$ cat src/rtl/multicycle_control_unit.sv
// Multi-cycle FETCH/DECODE/EXECUTE/MEMORY/WRITEBACK sequencer for the 10-bit ISA core.
// Optional macro MEM_TIMEOUT_EN bounds memory handshake waits to TIMEOUT_CYCLES.
module multicycle_control_unit #(
    parameter int TIMEOUT_CYCLES = 16
) (
    input  logic       CLK,
    input  logic       RST_N,
    input  logic [3:0] OPCODE,
    input  logic       ZERO_FLAG,
    input  logic       IMEM_READY,
    input  logic       DMEM_READY,
    output logic       IMEM_REQ,
    output logic       DMEM_REQ,
    output logic       DMEM_WE,
    output logic       IR_LOAD,
    output logic       PC_INC,
    output logic       PC_LOAD,
    output logic       RF_WE,
    output logic [3:0] ALU_OP,
    output logic       ALU_SRC_IMM,
    output logic       WB_SEL,
    output logic       HALTED,
    output logic       ILLEGAL
);

    localparam logic [3:0] OP_NOP  = 4'b0000;
    localparam logic [3:0] OP_ADD  = 4'b0001;
    localparam logic [3:0] OP_SUB  = 4'b0010;
    localparam logic [3:0] OP_AND  = 4'b0011;
    localparam logic [3:0] OP_OR   = 4'b0100;
    localparam logic [3:0] OP_XOR  = 4'b0101;
    localparam logic [3:0] OP_SHL  = 4'b0110;
    localparam logic [3:0] OP_SHR  = 4'b0111;
    localparam logic [3:0] OP_LI   = 4'b1000;
    localparam logic [3:0] OP_LD   = 4'b1001;
    localparam logic [3:0] OP_ST   = 4'b1010;
    localparam logic [3:0] OP_JMP  = 4'b1011;
    localparam logic [3:0] OP_BEQZ = 4'b1100;
    localparam logic [3:0] OP_ADDI = 4'b1101;
    localparam logic [3:0] OP_ILL  = 4'b1110;
    localparam logic [3:0] OP_HALT = 4'b1111;

    typedef enum logic [2:0] {
        S_FETCH     = 3'd0,
        S_DECODE    = 3'd1,
        S_EXECUTE   = 3'd2,
        S_MEMORY    = 3'd3,
        S_WRITEBACK = 3'd4,
        S_HALT      = 3'd5
    } state_t;

    state_t     state_q, state_d;
    logic [3:0] op_q, op_d;
    logic       illegal_q, illegal_d;
    logic       tmo_hit;

    logic       imem_req, dmem_req, dmem_we, ir_load, pc_inc, pc_load;
    logic       rf_we, alu_src_imm, wb_sel, halted;
    logic [3:0] alu_op;

    always_ff @(posedge CLK or negedge RST_N) begin
        if (!RST_N) begin
            state_q   <= S_FETCH;
            op_q      <= OP_NOP;
            illegal_q <= 1'b0;
        end else begin
            state_q   <= state_d;
            op_q      <= op_d;
            illegal_q <= illegal_d;
        end
    end

`ifdef MEM_TIMEOUT_EN
    localparam int TW = (TIMEOUT_CYCLES < 2) ? 1 : $clog2(TIMEOUT_CYCLES);

    logic [TW-1:0] tmo_q, tmo_d;
    logic          mem_wait;

    assign mem_wait = ((state_q == S_FETCH) && !IMEM_READY) ||
                      ((state_q == S_MEMORY) && !DMEM_READY);
    // Fires on the wait cycle that would bring the count to TIMEOUT_CYCLES.
    assign tmo_hit  = mem_wait && (tmo_q == TW'(TIMEOUT_CYCLES - 1));

    always_comb begin
        tmo_d = '0;
        if (mem_wait && (state_d == state_q)) begin
            tmo_d = tmo_q + 1'b1;
        end
    end

    always_ff @(posedge CLK or negedge RST_N) begin
        if (!RST_N) begin
            tmo_q <= '0;
        end else begin
            tmo_q <= tmo_d;
        end
    end
`else
    logic unused_timeout_cfg;

    assign tmo_hit            = 1'b0;
    assign unused_timeout_cfg = (TIMEOUT_CYCLES > 0);
`endif

    always_comb begin
        state_d     = state_q;
        op_d        = op_q;
        illegal_d   = illegal_q;
        imem_req    = 1'b0;
        dmem_req    = 1'b0;
        dmem_we     = 1'b0;
        ir_load     = 1'b0;
        pc_inc      = 1'b0;
        pc_load     = 1'b0;
        rf_we       = 1'b0;
        alu_op      = 4'b0000;
        alu_src_imm = 1'b0;
        wb_sel      = 1'b0;
        halted      = 1'b0;

        case (state_q)
            S_FETCH: begin
                imem_req = 1'b1;
                if (IMEM_READY) begin
                    ir_load = 1'b1;
                    pc_inc  = 1'b1;
                    state_d = S_DECODE;
                end else if (tmo_hit) begin
                    state_d   = S_HALT;
                    illegal_d = 1'b1;
                end
            end

            S_DECODE: begin
                op_d = OPCODE;
                case (OPCODE)
                    OP_NOP:  state_d = S_FETCH;
                    OP_HALT: state_d = S_HALT;
                    OP_ILL: begin
                        state_d   = S_HALT;
                        illegal_d = 1'b1;
                    end
                    default: state_d = S_EXECUTE;
                endcase
            end

            S_EXECUTE: begin
                alu_op  = op_q;
                state_d = S_FETCH;
                case (op_q)
                    OP_ADD, OP_SUB, OP_AND, OP_OR, OP_XOR, OP_SHL, OP_SHR: begin
                        state_d = S_WRITEBACK;
                    end
                    // LI relies on the datapath masking R0 to zero so ADD yields imm.
                    OP_LI, OP_ADDI: begin
                        alu_op      = OP_ADD;
                        alu_src_imm = 1'b1;
                        state_d     = S_WRITEBACK;
                    end
                    OP_LD, OP_ST: state_d = S_MEMORY;
                    OP_JMP:       pc_load = 1'b1;
                    OP_BEQZ:      pc_load = ZERO_FLAG;
                    default:      state_d = S_FETCH;
                endcase
            end

            S_MEMORY: begin
                dmem_req = 1'b1;
                dmem_we  = (op_q == OP_ST);
                if (DMEM_READY) begin
                    state_d = (op_q == OP_LD) ? S_WRITEBACK : S_FETCH;
                end else if (tmo_hit) begin
                    state_d   = S_HALT;
                    illegal_d = 1'b1;
                end
            end

            S_WRITEBACK: begin
                rf_we   = 1'b1;
                wb_sel  = (op_q == OP_LD);
                state_d = S_FETCH;
            end

            S_HALT: begin
                halted = 1'b1;
            end

            default: begin
                state_d = S_FETCH;
            end
        endcase
    end

    // Gating with RST_N keeps every output low for the whole reset interval,
    // including IMEM_REQ, which FETCH would otherwise assert during reset.
    assign IMEM_REQ    = RST_N & imem_req;
    assign DMEM_REQ    = RST_N & dmem_req;
    assign DMEM_WE     = RST_N & dmem_we;
    assign IR_LOAD     = RST_N & ir_load;
    assign PC_INC      = RST_N & pc_inc;
    assign PC_LOAD     = RST_N & pc_load;
    assign RF_WE       = RST_N & rf_we;
    assign ALU_OP      = RST_N ? alu_op : 4'b0000;
    assign ALU_SRC_IMM = RST_N & alu_src_imm;
    assign WB_SEL      = RST_N & wb_sel;
    assign HALTED      = RST_N & halted;
    assign ILLEGAL     = RST_N & illegal_q;

endmodule

$ cat config.mk
export PLATFORM = sky130hd
export DESIGN_NAME = multicycle_control_unit
export DESIGN_NICKNAME = d
export VERILOG_FILES = /design/src/rtl/multicycle_control_unit.sv
export SDC_FILE = /design/constraint.sdc
export NUM_CORES = 1
export LEC_CHECK = 0
export ABC_AREA = 1
export CORE_ASPECT_RATIO = 0.8
export CORE_MARGIN = 2
export CORE_UTILIZATION = 30
export CTS_BUF_LIST = sky130_fd_sc_hd__clkbuf_16
export DETAILED_ROUTE_END_ITERATION = 8
export GPL_ROUTABILITY_DRIVEN = 1
export GPL_TIMING_DRIVEN = 0
export PLACE_DENSITY = 0.67
export SYNTH_ARGS = -nofsm -noshare
export SYNTH_HDL_FRONTEND = slang
export SYNTH_SLANG_ARGS = --single-unit
$ cat constraint.sdc
create_clock -name CLK -period 1.57 [get_ports CLK]
set_clock_uncertainty 0.1 [all_clocks]
set_input_delay 0.157 -clock CLK [delete_from_list [all_inputs] [get_ports CLK]]
set_output_delay 0.157 -clock CLK [all_outputs]
set_load 0.01 [all_outputs]
==> out/metrics.csv, run 1 <==
metric;value;unit
clock_power_share;21.0;%
buffers_on_ports;23;
mappedNetlistArea;618.1;um^2
clock_path_buffers;2;
design.portCount;24;
synthesis_warning_total;0;
post_dp_cell_area;878.3;um^2
timing_worst_slew_pin_value;0.3588;ns
internal_power;1.158;mW
failed_checks;negative setup slack;
final_wirelength;1.803;mm
gr-usage-all-layers;15.57;%
cts_buffers;3;
antenna_violations_before_repair;0;
totalPowerFinal;1.999;mW
slew_viol_final;0;
syn2layout_area_growth;74.29;%
powerDensity;1856;nW/um^2
grt_max_degree;9;
p_leak;0.5896;nW
globalRoute.totalOverflow;0;
grt_pass1_vias;656;
path_clk_slew;0.03;ns
clkLatencyLatePin;0.23;ns
synth.avg_cell_area;6.243;um^2
max_freq;597.0;MHz
finish.net_count;150;
timing.critical_path.from_type;flip-flop;
yosys_register_bits;8;
endpoint_kind;output pin;
result_of_the_run;complete, but fails checks;
fin_area;1077;um^2
dr.first_iter.drc_count;16;
power_switching_share;42.06;%
tritoncts;done;
timing_worst_setup_path_type;flip-flop to output pin;
p_seq_share;21.8;%
row_count;14;
core-area;1909;um^2
netSwitchingPower;0.8408;mW
antenna_left;0;
fp.dieW;54.75;um
total_vias_in_the_final_route;767;
clock_tree_root;sky130_fd_sc_hd__clkbuf_16;
postSynthCellCount;99;
grt_first_pass_wirelength;2.780;mm
worst_slew_margin_rel;76.00;%
place.detailed.hpwl;1.219;mm
finish.cell_count_without_fillers;163;
setup-violations-final;4;
maxCapViolCount;0;
numPlacedInstances;146;
share_of_synthesized_area_occupied_by_flip_flops_and_latches;32.39;%
hp-class;flip-flop to flip-flop;
irDropWorstVdd;1.110;mV
dr.pass1.iters;4;
die_area;2442;um^2
drive_gt1_share;43.88;%
period_share;106.7;%
setup_slack;-0.1052;ns
drt-vias-per-instance;4.706;
finalCoreUtilization;56.42;%
ys_types;19;
postSynthNetCount;108;
arrival;1.42;ns
layout.filler_cells;183;
maximum_fanout_along_the_worst_path;4;
cts_htree_levels;1;
power.share.combinational;57.2;%
place_worst_setup_slack;-0.7807;ns
routabilityCongestion;0.8350;
antenna-diode-count;0;
die_h;44.60;um
start_util;32.37;%
clock_sinks;8;
rsz0062_at_grt;yes;
post-route-drc-count;0;
avgRoutedWirePerCell;11.06;um
fin_crit;1.675;ns
critPathRequiredTime;1.31;ns
finalHoldViolations;0;
power groups by stage:
stage	Sequential, mW	Clock [mW]	Combinational, mW
4_1_cts	0.430	0.429	0.872
6_report	0.436	0.420	1.14
3_5_place_dp	0.428	0	0.764
2_1_floorplan	0.402	0	0.540
5_1_grt	0.448	0.435	1.26
3_3_place_gp	0.426	0	0.743
layout by cell type, fill, tap and decap left out:
| cell | n |
|---|---|
| sky130_fd_sc_hd__nand2_2 | 3 |
| sky130_fd_sc_hd__nor3_4 | 1 |
| sky130_fd_sc_hd__o21ai_0 | 4 |
| sky130_fd_sc_hd__nand3_2 | 5 |
| sky130_fd_sc_hd__clkbuf_16 | 3 |
| sky130_fd_sc_hd__inv_2 | 6 |
| sky130_fd_sc_hd__nor2_4 | 3 |
| sky130_fd_sc_hd__clkdlybuf4s50_1 | 8 |
| sky130_fd_sc_hd__nand4_1 | 1 |
| sky130_fd_sc_hd__nor3_2 | 2 |
| sky130_fd_sc_hd__buf_4 | 14 |
| sky130_fd_sc_hd__a21o_1 | 1 |
| sky130_fd_sc_hd__nor2_1 | 12 |
| sky130_fd_sc_hd__o21bai_1 | 1 |
| sky130_fd_sc_hd__nor3_1 | 1 |
| sky130_fd_sc_hd__dfrtp_1 | 5 |
| sky130_fd_sc_hd__buf_2 | 10 |
| sky130_fd_sc_hd__buf_6 | 1 |
| sky130_fd_sc_hd__clkbuf_2 | 2 |
| sky130_fd_sc_hd__nor2_2 | 3 |
| sky130_fd_sc_hd__dlygate4sd3_1 | 1 |
| sky130_fd_sc_hd__inv_1 | 14 |
| sky130_fd_sc_hd__nand2_1 | 20 |
| sky130_fd_sc_hd__nand2_4 | 1 |
| sky130_fd_sc_hd__dfrtp_2 | 3 |
| sky130_fd_sc_hd__nand3_1 | 9 |
| sky130_fd_sc_hd__a21oi_2 | 2 |
| sky130_fd_sc_hd__nor4_1 | 1 |
| sky130_fd_sc_hd__clkdlybuf4s15_2 | 2 |
per-stage QoR:
stage / hold slack (ns) / setup TNS [ns]
finish: 0.3530 / -0.1989
global route: 0.3647 / -0.3959
CTS: 0.3565 / -0.1492
detailed placement: 0.3474 / -8.677
global placement: 0.3425 / -8.474
floorplan: -0.2386 / 0
area by class of cell:
cell class                      instances  area [um^2]  area share [%]
Inverter                               20        75.07           6.969
Buffer                                  1        7.507          0.6969
Clock buffer                            3        75.07           6.969
Tap cell                               24        30.03           2.787
Sequential cell                         8        203.9           18.93
Multi-Input combinational cell         70        404.1           37.51
Timing Repair Buffer                   37        281.5           26.13
synth_stat cells (all sizes together):
library cell,count,area share (%)
nor4,1,1.0
nand4,1,1.0
dfrtp,8,32
nor2,18,13
o21ai,4,3.2
a21o,1,1.2
nor3,4,4.0
buf,1,1.2
inv,20,12
nand3,14,13
nand2,24,15
o21bai,1,1.2
a21oi,2,1.6
state kept, by name, summed over array words and instances (netlist names):
signal     flops
illegal_q      1
state_q        3
op_q           4
critical path: stages, from the launching register on:
cell	delay [ns]
sky130_fd_sc_hd__dfrtp_2	0.43
sky130_fd_sc_hd__nor2_4	0.13
sky130_fd_sc_hd__inv_2	0.06
sky130_fd_sc_hd__nor2_4	0.11
sky130_fd_sc_hd__inv_2	0.06
sky130_fd_sc_hd__nor3_4	0.18
sky130_fd_sc_hd__buf_4	0.14
sky130_fd_sc_hd__buf_6	0.09
final timing paths:
check                           startpoint         end  slack (ns)  cells past startpoint
worst min register to register   illegal_q   illegal_q        0.35                      1
min in group asynchronous            RST_N     op_q[0]        0.47                      2
worst max-delay path            state_q[1]      PC_INC       -0.11                      7
max in group asynchronous            RST_N  state_q[0]        0.62                      2
worst max register to register  state_q[1]  state_q[2]        0.19                      8
worst min-delay path             illegal_q   illegal_q        0.35                      1
routing by layer:
| metal | up-vias | track usage (%) | share of wire, % |
|---|---|---|---|
| li1 | 392 | - | - |
| met1 | 349 | 21.83 | 47 |
| met2 | 24 | 24.76 | 47 |
| met3 | 2 | 1.014 | 5.5 |
| met4 | 0 | 6.000 | 1.2 |
| met5 | - | 0 | 0 |
repair_timing:
action,4_1_cts,5_1_grt
hold buffers,1,0
buffers inserted,4,9
hold endpoints to repair,8,0
setup endpoints to repair,15,14
gates cloned,0,0
resized for setup,60,21
pin swaps,0,4
kinds of logic after synthesis:
| kind of cell | synth area share, % |
|---|---|
| DFF | 32.39 |
| AOI/OAI and AO/OA | 7.289 |
| and+or+nand+nor | 46.96 |
| buffers and inverters | 13.36 |
No activity file was read; power rests on OpenSTA's default activity.
==> run 2, diff against run 1 <==
--- a/config.mk
+++ b/config.mk
@@ -10,6 +10,7 @@
 export CORE_MARGIN = 2
 export CORE_UTILIZATION = 30
 export CTS_BUF_LIST = sky130_fd_sc_hd__clkbuf_16
+export CTS_CLUSTER_SIZE = 10
 export DETAILED_ROUTE_END_ITERATION = 8
 export GPL_ROUTABILITY_DRIVEN = 1
 export GPL_TIMING_DRIVEN = 0
==> results of run 2 <==
Same layout as run 1: the final DEF is identical, and so are final timing and power.
==> run 3, diff against run 2 <==
--- a/config.mk
+++ b/config.mk
@@ -13,7 +13,6 @@
 export CTS_CLUSTER_SIZE = 10
 export DETAILED_ROUTE_END_ITERATION = 8
 export GPL_ROUTABILITY_DRIVEN = 1
-export GPL_TIMING_DRIVEN = 0
 export PLACE_DENSITY = 0.67
 export SYNTH_ARGS = -nofsm -noshare
 export SYNTH_HDL_FRONTEND = slang
==> out/metrics.csv, run 3 (synthesized netlist as in run 1, its figures left out) <==
metric;value;unit;change
result_of_the_run;complete, but fails checks;;unchanged
failed_checks;negative setup slack;;unchanged
place.detailed.hpwl;1.494;mm;was 1.219 mm
dr.pass1.iters;4;;unchanged
largest_reg_flops;4;;unchanged
worst_r2r_path_depth;9;;was 8
globalRoute.totalOverflow;0;;unchanged
clock_tree_root;sky130_fd_sc_hd__clkbuf_16;;unchanged
timing_worst_slew_pin_value;0.1765;ns;was 0.3588 ns
hp-class;primary input to asynchronous set/reset pin;;was flip-flop to flip-flop
antenna_left;0;;unchanged
setup_slack;-0.02481;ns;was -0.1052 ns
drt-vias-per-instance;4.646;;was 4.706
irDropWorstVdd;1.083;mV;was 1.110 mV
finish.net_count;165;;was 150
layout_commonest_cell;sky130_fd_sc_hd__buf_4;;was sky130_fd_sc_hd__nand2_1
final_wirelength;2.002;mm;was 1.803 mm
syn2layout_area_growth;86.03;%;was 74.29%
fin_crit;1.595;ns;was 1.675 ns
avgRoutedWirePerCell;11.25;um;was 11.06 um
row_count;14;;unchanged
cts_htree_levels;1;;unchanged
routabilityCongestion;0.8275;;was 0.8350
post-route-drc-count;0;;unchanged
endpoint_kind;output pin;;unchanged
maxCapViolCount;0;;unchanged
maximum_fanout_along_the_worst_path;4;;unchanged
postCtsHoldBufs;0;;was 1
post_dp_cell_area;1044;um^2;was 878.3 um^2
clock_sinks;8;;unchanged
worst_r2r_startpoint;state_q[1];;unchanged
rrSetupSlack;0.12;ns;was 0.19 ns
slew_viol_final;0;;unchanged
cts_buffers;3;;unchanged
grt_first_pass_wirelength;3.353;mm;was 2.780 mm
buffers_on_ports;23;;unchanged
drive_gt1_share;48.05;%;was 43.88%
p_leak;0.6538;nW;was 0.5896 nW
numPlacedInstances;168;;was 146
critPathRequiredTime;1.31;ns;about the same
crit_path_start;state_q[1];;unchanged
dr.first_iter.drc_count;16;;unchanged
path_clk_slew;0.04;ns;was 0.03 ns
registers.top_by_ff_count;op_q;;unchanged
timing.critical_path.from_type;flip-flop;;unchanged
antenna_violations_before_repair;0;;unchanged
antenna-diode-count;0;;unchanged
arrival;1.34;ns;was 1.42 ns
finalHoldViolations;0;;unchanged
tritoncts;done;;unchanged
clkLatencyLatePin;0.23;ns;about the same
start_util;32.37;%;unchanged
grt_max_degree;9;;unchanged
total_vias_in_the_final_route;827;;was 767
worst_hold_slack;0.3297;ns;was 0.3530 ns
fin_area;1150;um^2;was 1077 um^2
gr-usage-all-layers;19.00;%;was 15.57%
period_share;101.6;%;was 106.7%
grt_pass1_vias;798;;was 656
timing_worst_setup_path_type;flip-flop to output pin;;unchanged
fp.dieW;54.75;um;unchanged
worst_slew_margin_rel;88.13;%;was 76.00%
rsz0062_at_grt;yes;;unchanged
setup-violations-final;2;;was 4
clock_path_buffers;2;;unchanged
die_area;2442;um^2;unchanged
final_cell_mix;sky130_fd_sc_hd__buf_4, sky130_fd_sc_hd__nand2_1, sky130_fd_sc_hd__inv_1;;was sky130_fd_sc_hd__nand2_1, sky130_fd_sc_hd__inv_1, sky130_fd_sc_hd__buf_4
core-area;1909;um^2;unchanged
finish.cell_count_without_fillers;178;;was 163
die_h;44.60;um;unchanged
powerDensity;1875;nW/um^2;was 1856 nW/um^2
design.portCount;24;;unchanged
reg2reg_to;state_q[2];;unchanged
reg.largest.list;op_q: 4 flops, state_q: 3 flops, illegal_q: 1 flops;;unchanged
max_freq;627.0;MHz;was 597.0 MHz
[run 3: worst max-delay path by stage]
stage                      endpoint  cells past startpoint
after floorplan              PC_INC                      6
after global placement       WB_SEL                      4
after CTS                 ALU_OP[0]                      7
after detailed placement     WB_SEL                      4
after global routing        IR_LOAD                      6
final                       IR_LOAD                      6
[run 3: final cells by class]
type | count | area, um^2
Fill cell | 174 | 759.5
Multi-Input combinational cell | 70 | 376.6
Clock buffer | 3 | 75.07
Tap cell | 24 | 30.03
Timing Repair Buffer | 53 | 387.9
Sequential cell | 8 | 205.2
Inverter | 20 | 75.07
[run 3: metal layers]
| layer | global-route usage, % | part of all wire [%] | vias to the layer above |
|---|---|---|---|
| met1 | 26.30 | 46 | 392 |
| met5 | 0 | 0 | - |
| met3 | 2.027 | 3.8 | 0 |
| met4 | 4.500 | 0 | 0 |
| li1 | - | - | 419 |
| met2 | 31.43 | 50 | 16 |
[run 3: report_power, final]
part	internal, mW	total (mW)	switching [mW]
logic	0.655	1.28	0.626
registers	0.318	0.451	0.133
clock network	0.328	0.423	0.0947
[run 3: timing repair]
action / CTS / global route
resized for setup: 51 / 23
endpoints found under the setup margin: 15 / 13
setup buffers: 5 / 2
pin swaps: 1 / 3
[run 3: stage by stage]
stage / utilization [%] / power, mW / worst slack [ns] / setup TNS [ns]
global placement: 54.65 / 1.495 / -0.3325 / -3.189
detailed placement: 54.65 / 1.525 / -0.3779 / -3.606
finish: 60.22 / 2.155 / -0.02481 / -0.04768
CTS: 59.63 / 2.040 / -0.06399 / -0.08356
floorplan: - / 0.9422 / 0.1505 / 0
global route: 60.22 / 2.317 / -0.1015 / -0.2152
[run 3: worst max-delay path, cell delays in order (launching register included)]
cell and delay, ns:
sky130_fd_sc_hd__dfrtp_2 0.44, sky130_fd_sc_hd__nor2_4 0.13, sky130_fd_sc_hd__inv_2 0.06, sky130_fd_sc_hd__nor2_2 0.09
sky130_fd_sc_hd__inv_1 0.07, sky130_fd_sc_hd__nor3_2 0.17, sky130_fd_sc_hd__buf_2 0.16
